File: config.mk
export PLATFORM = sky130hd
export DESIGN_NAME = fp_sub_align_stage_flat
export DESIGN_NICKNAME = d
export VERILOG_FILES = /design/src/rtl/fp_sub_align_stage_if.sv /design/src/rtl/fp_sub_align_stage.sv /design/src/flat_wrapper.sv
export SDC_FILE = /design/constraint.sdc
export NUM_CORES = 1
export LEC_CHECK = 0
export ABC_AREA = 1
export CORE_AREA = 3 3 160 177
export DETAILED_ROUTE_END_ITERATION = 8
export DIE_AREA = 0 0 163 180
export SKIP_LAST_GASP = 1
export SYNTH_ARGS = -nofsm -noshare
export SYNTH_HDL_FRONTEND = slang
export SYNTH_SLANG_ARGS = --single-unit
File: constraint.sdc
create_clock -name clk -period 5.6 [get_ports clk]
set_clock_uncertainty 0.2 [all_clocks]
set_input_delay 0.56 -clock clk [delete_from_list [all_inputs] [get_ports clk]]
set_output_delay 0.56 -clock clk [all_outputs]
set_load 0.005 [all_outputs]
File: src/rtl/fp_sub_align_stage_if.sv
// Operand/result handshake bundle between the FP32 pre-alignment stage and its neighbours.
// master drives operands and consumes results; slave is the alignment stage itself.
interface fp_sub_align_stage_if;
   logic        in_valid;
   logic        in_ready;
   logic [31:0] a;
   logic [31:0] b;
   logic        op;
   logic        out_valid;
   logic        out_ready;
   logic        out_sign;
   logic        out_eff_sub;
   logic [7:0]  out_exp;
   logic [26:0] out_mant_l;
   logic [26:0] out_mant_s;
   logic        out_special;
   logic [31:0] out_special_val;

   modport master (
      output in_valid, a, b, op, out_ready,
      input  in_ready, out_valid, out_sign, out_eff_sub, out_exp,
             out_mant_l, out_mant_s, out_special, out_special_val
   );

   modport slave (
      input  in_valid, a, b, op, out_ready,
      output in_ready, out_valid, out_sign, out_eff_sub, out_exp,
             out_mant_l, out_mant_s, out_special, out_special_val
   );
endinterface

File: src/rtl/fp_sub_align_stage.sv
// FP32 add/sub pre-alignment: unpack, apply subtract flip, resolve NaN/Inf, swap by
// magnitude and shift the small significand right a few bits per cycle with sticky.
module fp_sub_align_stage #(
   parameter int SHIFT_STEP     = 4,
   parameter int FAST_SHIFT_MIN = 27
) (
   input logic                  clk,
   input logic                  rst_n,
   fp_sub_align_stage_if.slave  bus
);
   localparam logic [7:0] STEP_W = 8'(SHIFT_STEP);
   localparam logic [7:0] FAST_W = 8'(FAST_SHIFT_MIN);

   typedef enum logic [1:0] {IDLE, ALIGN, DONE} state_t;
   state_t state_q, state_d;

   logic [26:0] mant_l_q, mant_s_q, mant_s_d;
   logic [7:0]  exp_q, rem_q, rem_d, k;
   logic        sign_q, eff_sub_q, special_q;
   logic [31:0] special_val_q;

   logic        sign_a, sign_b, hid_a, hid_b, a_large;
   logic [7:0]  exp_a, exp_b, eexp_a, eexp_b, eexp_l, eexp_s, d;
   logic [22:0] frac_a, frac_b;
   logic [26:0] ld_a, ld_b, ld_l, ld_s, shifted, lost_mask;
   logic        nan_a, nan_b, inf_a, inf_b, special, fast, accept;
   logic [31:0] special_val;

   assign sign_a  = bus.a[31];
   assign sign_b  = bus.b[31] ^ bus.op;
   assign exp_a   = bus.a[30:23];
   assign exp_b   = bus.b[30:23];
   assign frac_a  = bus.a[22:0];
   assign frac_b  = bus.b[22:0];
   assign hid_a   = |exp_a;
   assign hid_b   = |exp_b;
   assign eexp_a  = hid_a ? exp_a : 8'd1;
   assign eexp_b  = hid_b ? exp_b : 8'd1;
   assign ld_a    = {hid_a, frac_a, 3'b000};
   assign ld_b    = {hid_b, frac_b, 3'b000};
   assign a_large = bus.a[30:0] >= bus.b[30:0];
   assign ld_l    = a_large ? ld_a : ld_b;
   assign ld_s    = a_large ? ld_b : ld_a;
   assign eexp_l  = a_large ? eexp_a : eexp_b;
   assign eexp_s  = a_large ? eexp_b : eexp_a;
   assign d       = eexp_l - eexp_s;
   assign fast    = d >= FAST_W;

   assign nan_a   = (&exp_a) && (|frac_a);
   assign nan_b   = (&exp_b) && (|frac_b);
   assign inf_a   = (&exp_a) && !(|frac_a);
   assign inf_b   = (&exp_b) && !(|frac_b);
   assign special = (&exp_a) || (&exp_b);

   always_comb begin
      special_val = 32'h0;
      if (nan_a || nan_b)
         special_val = 32'hFFC00000;
      else if (inf_a && inf_b && (sign_a != sign_b))
         special_val = 32'hFFC00000;
      else if (inf_a)
         special_val = {sign_a, 8'hFF, 23'h0};
      else if (inf_b)
         special_val = {sign_b, 8'hFF, 23'h0};
   end

   // Bits leaving the bottom of the significand fold into bit 0 as sticky.
   assign k         = (rem_q < STEP_W) ? rem_q : STEP_W;
   assign shifted   = mant_s_q >> k;
   assign lost_mask = (27'h1 << k) - 27'h1;
   assign mant_s_d  = {shifted[26:1], shifted[0] | (|(mant_s_q & lost_mask))};
   assign rem_d     = rem_q - k;

   assign accept = (state_q == IDLE) && bus.in_valid;

   always_ff @(posedge clk or negedge rst_n) begin
      if (!rst_n) state_q <= IDLE;
      else        state_q <= state_d;
   end

   always_comb begin
      state_d = state_q;
      case (state_q)
         IDLE:    if (bus.in_valid)
                     state_d = (special || d == 8'd0 || fast) ? DONE : ALIGN;
         ALIGN:   if (rem_q <= STEP_W) state_d = DONE;
         DONE:    if (bus.out_ready) state_d = IDLE;
         default: state_d = IDLE;
      endcase
   end

   always_comb begin
      bus.in_ready  = rst_n && (state_q == IDLE);
      bus.out_valid = (state_q == DONE);
   end

   always_ff @(posedge clk or negedge rst_n) begin
      if (!rst_n) begin
         mant_l_q      <= '0;
         mant_s_q      <= '0;
         exp_q         <= '0;
         rem_q         <= '0;
         sign_q        <= 1'b0;
         eff_sub_q     <= 1'b0;
         special_q     <= 1'b0;
         special_val_q <= '0;
      end else if (accept) begin
         special_q     <= special;
         special_val_q <= special_val;
         if (special) begin
            mant_l_q  <= '0;
            mant_s_q  <= '0;
            exp_q     <= '0;
            rem_q     <= '0;
            sign_q    <= 1'b0;
            eff_sub_q <= 1'b0;
         end else begin
            mant_l_q  <= ld_l;
            mant_s_q  <= fast ? {26'h0, |ld_s} : ld_s;
            exp_q     <= eexp_l;
            rem_q     <= fast ? 8'd0 : d;
            sign_q    <= a_large ? sign_a : sign_b;
            eff_sub_q <= sign_a ^ sign_b;
         end
      end else if (state_q == ALIGN) begin
         mant_s_q <= mant_s_d;
         rem_q    <= rem_d;
      end
   end

   assign bus.out_sign        = sign_q;
   assign bus.out_eff_sub     = eff_sub_q;
   assign bus.out_exp         = exp_q;
   assign bus.out_mant_l      = mant_l_q;
   assign bus.out_mant_s      = mant_s_q;
   assign bus.out_special     = special_q;
   assign bus.out_special_val = special_val_q;
endmodule

File: src/flat_wrapper.sv
// flat-port wrapper written by rule: the top's interface ports become plain ports
module fp_sub_align_stage_flat 
#(
   parameter int SHIFT_STEP     = 4,
   parameter int FAST_SHIFT_MIN = 27
)
  (clk, rst_n, bus_in_valid, bus_a, bus_b, bus_op, bus_out_ready, bus_in_ready, bus_out_valid, bus_out_sign, bus_out_eff_sub, bus_out_exp, bus_out_mant_l, bus_out_mant_s, bus_out_special, bus_out_special_val);
  fp_sub_align_stage_if bus_i ();
  input logic clk;
  input logic rst_n;
  input wire logic [$bits(bus_i.in_valid)-1:0] bus_in_valid;
  input wire logic [$bits(bus_i.a)-1:0] bus_a;
  input wire logic [$bits(bus_i.b)-1:0] bus_b;
  input wire logic [$bits(bus_i.op)-1:0] bus_op;
  input wire logic [$bits(bus_i.out_ready)-1:0] bus_out_ready;
  output wire logic [$bits(bus_i.in_ready)-1:0] bus_in_ready;
  output wire logic [$bits(bus_i.out_valid)-1:0] bus_out_valid;
  output wire logic [$bits(bus_i.out_sign)-1:0] bus_out_sign;
  output wire logic [$bits(bus_i.out_eff_sub)-1:0] bus_out_eff_sub;
  output wire logic [$bits(bus_i.out_exp)-1:0] bus_out_exp;
  output wire logic [$bits(bus_i.out_mant_l)-1:0] bus_out_mant_l;
  output wire logic [$bits(bus_i.out_mant_s)-1:0] bus_out_mant_s;
  output wire logic [$bits(bus_i.out_special)-1:0] bus_out_special;
  output wire logic [$bits(bus_i.out_special_val)-1:0] bus_out_special_val;
  assign bus_i.in_valid = bus_in_valid;
  assign bus_i.a = bus_a;
  assign bus_i.b = bus_b;
  assign bus_i.op = bus_op;
  assign bus_i.out_ready = bus_out_ready;
  assign bus_in_ready = bus_i.in_ready;
  assign bus_out_valid = bus_i.out_valid;
  assign bus_out_sign = bus_i.out_sign;
  assign bus_out_eff_sub = bus_i.out_eff_sub;
  assign bus_out_exp = bus_i.out_exp;
  assign bus_out_mant_l = bus_i.out_mant_l;
  assign bus_out_mant_s = bus_i.out_mant_s;
  assign bus_out_special = bus_i.out_special;
  assign bus_out_special_val = bus_i.out_special_val;
  fp_sub_align_stage #(.SHIFT_STEP(SHIFT_STEP), .FAST_SHIFT_MIN(FAST_SHIFT_MIN)) u_core (.clk(clk), .rst_n(rst_n), .bus(bus_i));
endmodule
==> results.md, run 1 <==
* Status: finished, final reports clean
* Post-synthesis adder-cell area fraction at 7.852%
* WL final at 23.77 mm
* Hold Path Stages at 2
* Port bufs at 142
* WHS Endpoint: u_core.bus.out_mant_l[12]
* Synth area leader: dfrtp_1
* Layout area overhead at 28.86%
* Gr ovfl total at 0
* RR Startpoint: u_core.rem_q[5]
* Layout cells sized above 1 at under 10%
* Initial DRC Count at 574
* Maximum VDD drop at 157.7 uV
* Seq/Total Area, Yosys at 28.31%
* Max transition margin at 39.01%
* Setup tns final at 0 ns
* Leak at 4.019 nW
* Fill cell total of the finished layout at 2957
* DR WL/cell at 15.84 um
* Worst skew pair latency at 0.35 ns
* First-pass GRT wire length at between 30 and 40 mm
* Remaining antenna violation count at 0
* DP Area at 8250 sq um
* Critical Path Sink Type: flip-flop
* Yosys reg bits at 75
* Final period utilization at ~84%
* Initial antenna violation count at 0
* RR Endpoint: u_core.bus.out_mant_s[0]
* Hold_sp: u_core.bus.out_mant_l[12]
* Die area at between 20000 and 30000 sq um
* DRC at 0
* Starting Density at 24.73%
* CTS HTree Levels at 3
* ANT cells at 0
* Gr usage total at between 10% and 20%
* Mapped Cells at between 1000 and 1500
* Dominant synthesized flop cell: dfrtp_1
* Final Hold Viols at 0
* Die X at roughly 160 um
* Worst Path Class, Setup: in -> reg
* Crit start category: input pin
* Longest Clk Path Bufs at 2
* Clock Tree Root: clkbuf_16
* Post-CTS setup buffers at 0
* Nets at 1250
* Slew Viols, Final at 0
* Final core utilization at 31.87%
* Synth Area in Compound Gates at 18.80%
* Asr flop ratio synth at 100.0%
* RSZ-0062 raised after global routing: false
* Vias per cell at 4.735
* Yosys top cell area share at 28.31%
* Num CTS Buffers at 9
* Worst EP arrival at 4.78 ns
* Core Region at 26800 sq um
* Internal reg-to-reg setup slack at 2.57 ns
* Max cap viols at 0
* CTS tree: done
* Via Count at 7107
* Io pins at about 170
* Tot Pwr at approximately 3.7 mW
* Library cells used by synthesis at 47
* Synth Warn # at 0
* Clock slew at the register clock pins of the worst setup and hold paths at 0.06 ns
* Cell area after synthesis at 6629 sq um
* Setup violations, final at 0
* Die Ht at 180 um
* Hold slack at 0.2869 ns
* Path depth of the worst reg2reg path at 13
* Number of synthesized flops with an enable pin at 0
* Largest family of logic cells by synthesized area: simple AND/OR/NAND/NOR gates
* Top post-synthesis cells by area: dfrtp_1 (28%), nand2_1 (16%), o21ai_0 (9.1%)
* Avg Cell Area, Syn at 6.493 sq um
* XOR/XNOR Fraction of Synth Area at 1.057%
* Period minus WS final at ~4.7 ns
* Post-route design area at 8542 sq um
* Achievable Freq at approximately 0.21 GHz
* Worst Path Required at 5.69 ns
* Synth Area in Simple Gates at 29.63%
* Power per cell area at 436.1 nW/um^2
* Worst-path fanout max at 12
* Post-synthesis mux area share at 0.1510%
* Sink Count at 75
* GPL Wtd Cong at 0.8887
* Slew @ Worst Pin at 0.9139 ns
* Pin count of the biggest net entering global routing at 54
* Number of global-route vias before repair at 6884
* Site Rows at 63
* DR pass1 iterations at 5
* HP Class: reg -> reg
* Post-DP HPWL at 18.33 mm
==> critical path, stage by stage <==
cell,delay (ns)
clkdlybuf4s50_1,0.54
inv_1,0.11
ha_1,0.32
nand2_1,0.10
inv_1,0.05
a21oi_1,0.16
a21oi_1,0.09
nor2_1,0.17
nand2_2,0.11
o21ai_0,0.32
ha_1,0.21
inv_1,0.06
fa_1,0.39
a21oi_1,0.14
o21ai_1,0.09
nand2_1,0.06
nand2_1,0.05
a21oi_1,0.14
xor2_1,0.19
nand3b_2,0.11
nor2_4,0.18
buf_4,0.23
nand3_1,0.10
o21ai_0,0.12
nand2_1,0.08
nand2_1,0.09
==> how the worst max path moves through the flow <==
stage / startpoint / to / slack, ns / cells after the start
finish: bus_b[22] / u_core.bus.out_mant_s[3] / 0.91 / 26
global placement: bus_b[22] / u_core.bus.out_mant_s[24] / 0.62 / 26
floorplan: bus_b[26] / u_core.bus.out_mant_s[9] / 1.30 / 29
detailed placement: bus_b[22] / u_core.bus.out_mant_s[9] / 0.55 / 25
CTS: bus_b[22] / u_core.bus.out_mant_s[9] / 0.92 / 25
global route: bus_b[6] / u_core.bus.out_mant_s[3] / 0.43 / 28
==> synth_stat cells (2+ instances only) <==
library cell / n
a31oi_1: 2
o211ai_1: 4
nor2_1: 98
a21oi_2: 2
xnor2_1: 2
a22oi_1: 6
o22ai_1: 3
o31ai_1: 2
a211oi_1: 2
o21ai_0: 121
inv_2: 6
dfrtp_1: 75
nand2_1: 279
o221ai_1: 8
nor2_4: 4
nor3_1: 8
ha_1: 40
inv_1: 130
clkbuf_1: 22
a21oi_1: 38
nor2_2: 4
nor4_1: 12
nand2_2: 2
nand4_1: 10
buf_4: 35
o2111ai_1: 5
buf_2: 12
conb_1: 2
a22o_1: 6
a221oi_1: 4
xor2_1: 6
nand3b_1: 2
o21ai_1: 12
nand3_1: 44
==> layout by cell type (no fill, tap or decap), drive strengths merged, types with 2 or more instances in the layout <==
cell type / instances
nand2: 281
clkdlybuf4s50: 141
inv: 136
o21ai: 134
nor2: 107
dfrtp: 75
nand3: 45
ha: 40
a21oi: 40
conb: 26
clkbuf: 14
nor4: 12
buf: 12
nand4: 10
nor3: 8
o221ai: 8
xor2: 6
a22oi: 6
a22o: 6
o2111ai: 5
a221oi: 4
o211ai: 4
o22ai: 3
nand3b: 3
xnor2: 2
o31ai: 2
a211oi: 2
a31oi: 2
==> report_power, final <==
group	leakage, nW	internal (mW)	switching, mW
Clock	0.135	0.335	0.250
Sequential	0.927	0.795	0.231
Combinational	2.96	0.929	1.18
Total	4.02	2.06	1.67
==> layout make-up <==
type | instances | area (sq um) | share of cell area (%)
tap | 357 | 446.7 | 5.229
clock inverter | 1 | 7.507 | 0.08789
sequential | 75 | 1877 | 21.97
timing repair buffer | 154 | 1511 | 17.69
inverter | 137 | 516.7 | 6.050
clock buffer | 14 | 274.0 | 3.208
multi-input combinational | 763 | 3909 | 45.76
==> metrics by stage <==
stage,instances,setup slack [ns]
after floorplan,1045,1.303
after CTS,1501,0.9191
after detailed placement,1485,0.5520
after global placement,1485,0.6239
final,1501,0.9141
after global routing,1501,0.4317
==> cells by family (layout without fill, tap and decap cells) <==
| family | after synthesis | in the layout |
|---|---|---|
| buffers and inverters | 207 | 306 |
| other | 2 | 26 |
| AOI/OAI and AO/OA | 219 | 219 |
| DFF | 75 | 75 |
| and+or+nand+nor | 468 | 468 |
| adders and majority gates | 41 | 41 |
| muxes | 1 | 1 |
| xor gates and xnor gates | 8 | 8 |
==> flip-flops by register name (all words and copies together) (netlist names) <==
name and count:
u_core.bus.out_eff_sub 1, u_core.state_q 2, u_core.bus.out_exp 8, u_core.bus.out_special_val 3, u_core.rem_q 8, u_core.bus.out_special 1
u_core.bus.out_mant_l 24, u_core.bus.out_mant_s 27, u_core.bus.out_sign 1
==> per-layer routing <==
layer | wire, um | part of all wire, % | GRT usage, % | vias to the layer above
li1 | - | - | - | 3524
met1 | 10350 | 44 | 21.12 | 3288
met2 | 11140 | 47 | 26.06 | 262
met3 | 1811 | 7.6 | 3.572 | 33
met4 | 470 | 2.0 | 5.008 | 0
met5 | 0 | 0 | 0 | -
==> repair_timing <==
action,in CTS,in global routing
gates resized for setup,0,0
hold buffers,1,0
hold endpoints to repair,25,0
Power figures use the tool's default switching activity.
==> inputs of run 2 (changes only) <==
- clock period: 5.6 -> 4.9 ns (I/O delays scaled with it)
==> run 2 against run 1 <==
Worst hold slack improved by 0.0011 ns. Non-clock buffer count increased by 28. Flip-flop and latch count unchanged. Routed wire length up 3.3%. Worst setup slack got worse by 0.48 ns. Utilization grew 0.98 points. Final cell count grew 2.0%. Die area unchanged. Sequential power is 15% higher. Critical path type unchanged. Highest routed layer unchanged.
==> results.md, run 2 (synthesis gave the netlist of run 1 again) <==
* Status: finished, final reports clean
* Max transition margin at 41.82% (+2.8 points)
* Pint at 2.441 mW (+19%)
* Slew @ Worst Pin at 0.8727 ns (-0.04114 ns)
* Met2 Use GR at 27.07% (+1.0 points)
* Worst Path Class, Setup: in -> reg
* Longest Clk Path Bufs at 2 (unchanged)
* CTS HTree Levels at 3 (unchanged)
* DR WL/cell at 16.05 um (+1.3%)
* Critical path origin: bus_b[24]
* Final period utilization at 91.04%
* Io pins at 168 (unchanged)
* RR Startpoint: u_core.rem_q[5]
* Final Hold Viols at 0 (unchanged)
* Starting Density at 24.73% (unchanged)
* Setup WS pre-CTS at -0.05898 ns (-0.6109 ns)
* Setup violations, final at 0 (unchanged)
* Largest register FFs at 27 (unchanged)
* First-pass GRT wire length at 39.03 mm (+4.4%)
* Remaining antenna violation count at 0 (unchanged)
* Internal reg-to-reg setup slack at 1.90 ns (-0.67 ns)
* Vias per cell at 4.762 (+0.58%)
* Clock Tree Root: clkbuf_16
* GRT busiest layer: met2
* Hold slack at 0.2880 ns (+0.001138 ns)
* Worst-path fanout max at 17 (+5)
* Sink Count at 75 (unchanged)
* Commonest non-fill, non-tap cell in the layout: nand2_1
* DR pass1 iterations at 7 (+2)
* Final worst setup slack at 0.4391 ns (-0.4751 ns)
* Commonest non-fill, non-tap cells in the layout: nand2_1 (279), clkdlybuf4s50_1 (140), inv_1 (129), o21ai_0 (120), nor2_1 (97)
* GR Util met3 at 3.434% (-0.14 points)
* HP Class: reg -> reg
* Slew Viols, Final at 0 (unchanged)
* Tot Pwr at 4.386 mW (+18%)
* Initial antenna violation count at 0 (unchanged)
* Crit path to: u_core.bus.out_mant_s[8]
* Period minus WS final at 4.461 ns
* Worst EP arrival at 4.54 ns (-0.24 ns)
* Die X at 163 um (unchanged)
* Power per cell area at 498.2 nW/um^2 (+14%)
* Max cap viols at 0 (unchanged)
* Port bufs at 142 (unchanged)
* WL final at 24.57 mm (+3.3%)
* Maximum VDD drop at 186.6 uV (+18%)
* Post-CTS setup buffers at 0 (unchanged)
* Gr usage total at 16.61% (+0.59 points)
* Post-DP HPWL at 18.94 mm (+3.4%)
* Met1 Resource Use GR at 22.15% (+1.0 points)
* Pin count of the biggest net entering global routing at 62 (+15%)
* DRC at 0 (unchanged)
* CTS tree: done
* Clock slew at the register clock pins of the worst setup and hold paths at 0.07 ns (about the same)
* ANT cells at 0 (unchanged)
* Net Switching at 1.945 mW (+17%)
* RSZ-0062 raised after global routing: false
* Achievable Freq at 0.2242 GHz
* Switching share of power at 44.35% (-0.36 points)
* Die area at 29340 sq um (unchanged)
* Nets at 1279 (+2.3%)
* Layout area overhead at 32.80%
* Initial DRC Count at 697 (+21%)
* Path depth of the worst reg2reg path at 13 (unchanged)
* Die Ht at 180 um (unchanged)
* Gr ovfl total at 0 (unchanged)
* Site Rows at 63 (unchanged)
* Clock Power Share at 17.1% (+1.4 points)
* RR Endpoint: u_core.bus.out_mant_s[0]
* Worst Path Required at 4.97 ns (-0.72 ns)
* Combinational share of power at 56.0% (-0.7 points)
* Number of global-route vias before repair at 7192 (+4.5%)
* GPL Wtd Cong at 0.9214 (+3.7%)
* Crit start category: input pin
* Leak at 4.178 nW (+4.0%)
* Critical Path Sink Type: flip-flop
* Via Count at 7291 (+2.6%)
* Core Region at 26800 sq um (unchanged)
* Seq pwr share at 27.0% (-0.6 points)
* Worst skew pair latency at 0.36 ns (about the same)
* Layout cells sized above 1 at 7.070% (+2.8 points)
* Num CTS Buffers at 9 (unchanged)
* DP Area at 8461 sq um (+2.5%)
* Post-route design area at 8803 sq um (+3.1%)
[run 2: changes by cell type in the layout (fill, tap and decap cells not counted), moves of 2 or more]
| cell | delta |
|---|---|
| buf_4 | +28 |
| bufinv_16 | +2 |
| clkbuf_1 | -2 |
| clkbuf_8 | -3 |
| clkinv_2 | +2 |
| clkinvlp_4 | +2 |
| nor2_2 | +2 |
[run 2: power groups by stage]
stage	Clock, mW	Sequential [mW]	Combinational (mW)
floorplan	0	1.12	1.38
global placement	0	1.19	2.42
global route	0.790	1.22	2.75
finish	0.748	1.18	2.45
CTS	0.761	1.18	2.46
detailed placement	0	1.19	2.45
[run 2: worst max-delay path, stage by stage]
cell and delay [ns]:
clkdlybuf4s50_1 0.52, inv_1 0.11, ha_1 0.31, nand2_1 0.07, nand2_1 0.05, nand2_1 0.05, nand2_1 0.04, a21oi_1 0.17
nand2_1 0.09, nor2_2 0.11, nand2_2 0.10, buf_4 0.20, o21ai_0 0.36, ha_1 0.34, inv_1 0.09, o21ai_0 0.10
a21oi_2 0.15, nor2_1 0.07, o21ai_2 0.13, nand3b_1 0.09, nand2_1 0.10, nand3b_2 0.10, nor2_4 0.12, buf_4 0.21
nand3_1 0.17, a22oi_1 0.19
[run 2: per-layer routing]
layer  part of all wire (%)  wire, um  vias to the layer above
li1                       -         -                     3582
met1                     44     10780                     3388
met2                     47     11640                      282
met3                    6.7      1658                       39
met4                    2.0       488                        0
met5                      0         0                        -
[run 2: final cells by class]
cell class | instances | area, sq um
clock inverters | 7 | 92.59
fillers | 2938 | 18000
multi-input cells | 764 | 3921
clock buffers | 9 | 225.2
inverters | 137 | 516.7
repair buffers | 182 | 1724
well taps | 357 | 446.7
flip-flops and latches | 75 | 1877
[run 2: stage by stage]
step / std cells / utilization [%] / TNS [ns]
after floorplan: 1045 / - / 0
after global placement: 1513 / 31.57 / -0.01401
after detailed placement: 1513 / 31.57 / -0.4696
after CTS: 1530 / 32.79 / 0
after global routing: 1531 / 32.85 / 0
final: 1531 / 32.85 / 0
[run 2: repair_timing]
item / CTS / global route
hold buffers: 1 / 0
hold endpoints to repair: 14 / 0
setup endpoints to repair: 0 / 24
resized for setup: 0 / 4
[run 2: worst min-delay path by stage]
stage	from	endpoint	slack, ns	cells after the start
after floorplan	rst_n	u_core.bus.out_eff_sub	-0.006	0
after global placement	rst_n	u_core.bus.out_mant_s[12]	0.17	1
after detailed placement	rst_n	u_core.bus.out_mant_s[12]	0.18	1
after CTS	u_core.bus.out_mant_l[15]	u_core.bus.out_mant_l[15]	0.29	2
after global routing	u_core.bus.out_special_val[31]	u_core.bus.out_special_val[31]	0.32	2
final	u_core.bus.out_mant_l[16]	u_core.bus.out_mant_l[16]	0.29	2
==> inputs of run 3 (changes only) <==
- SKIP_LAST_GASP: 1 -> default
==> results of run 3 <==
No change in the layout: final DEF, timing and power equal those of run 2.
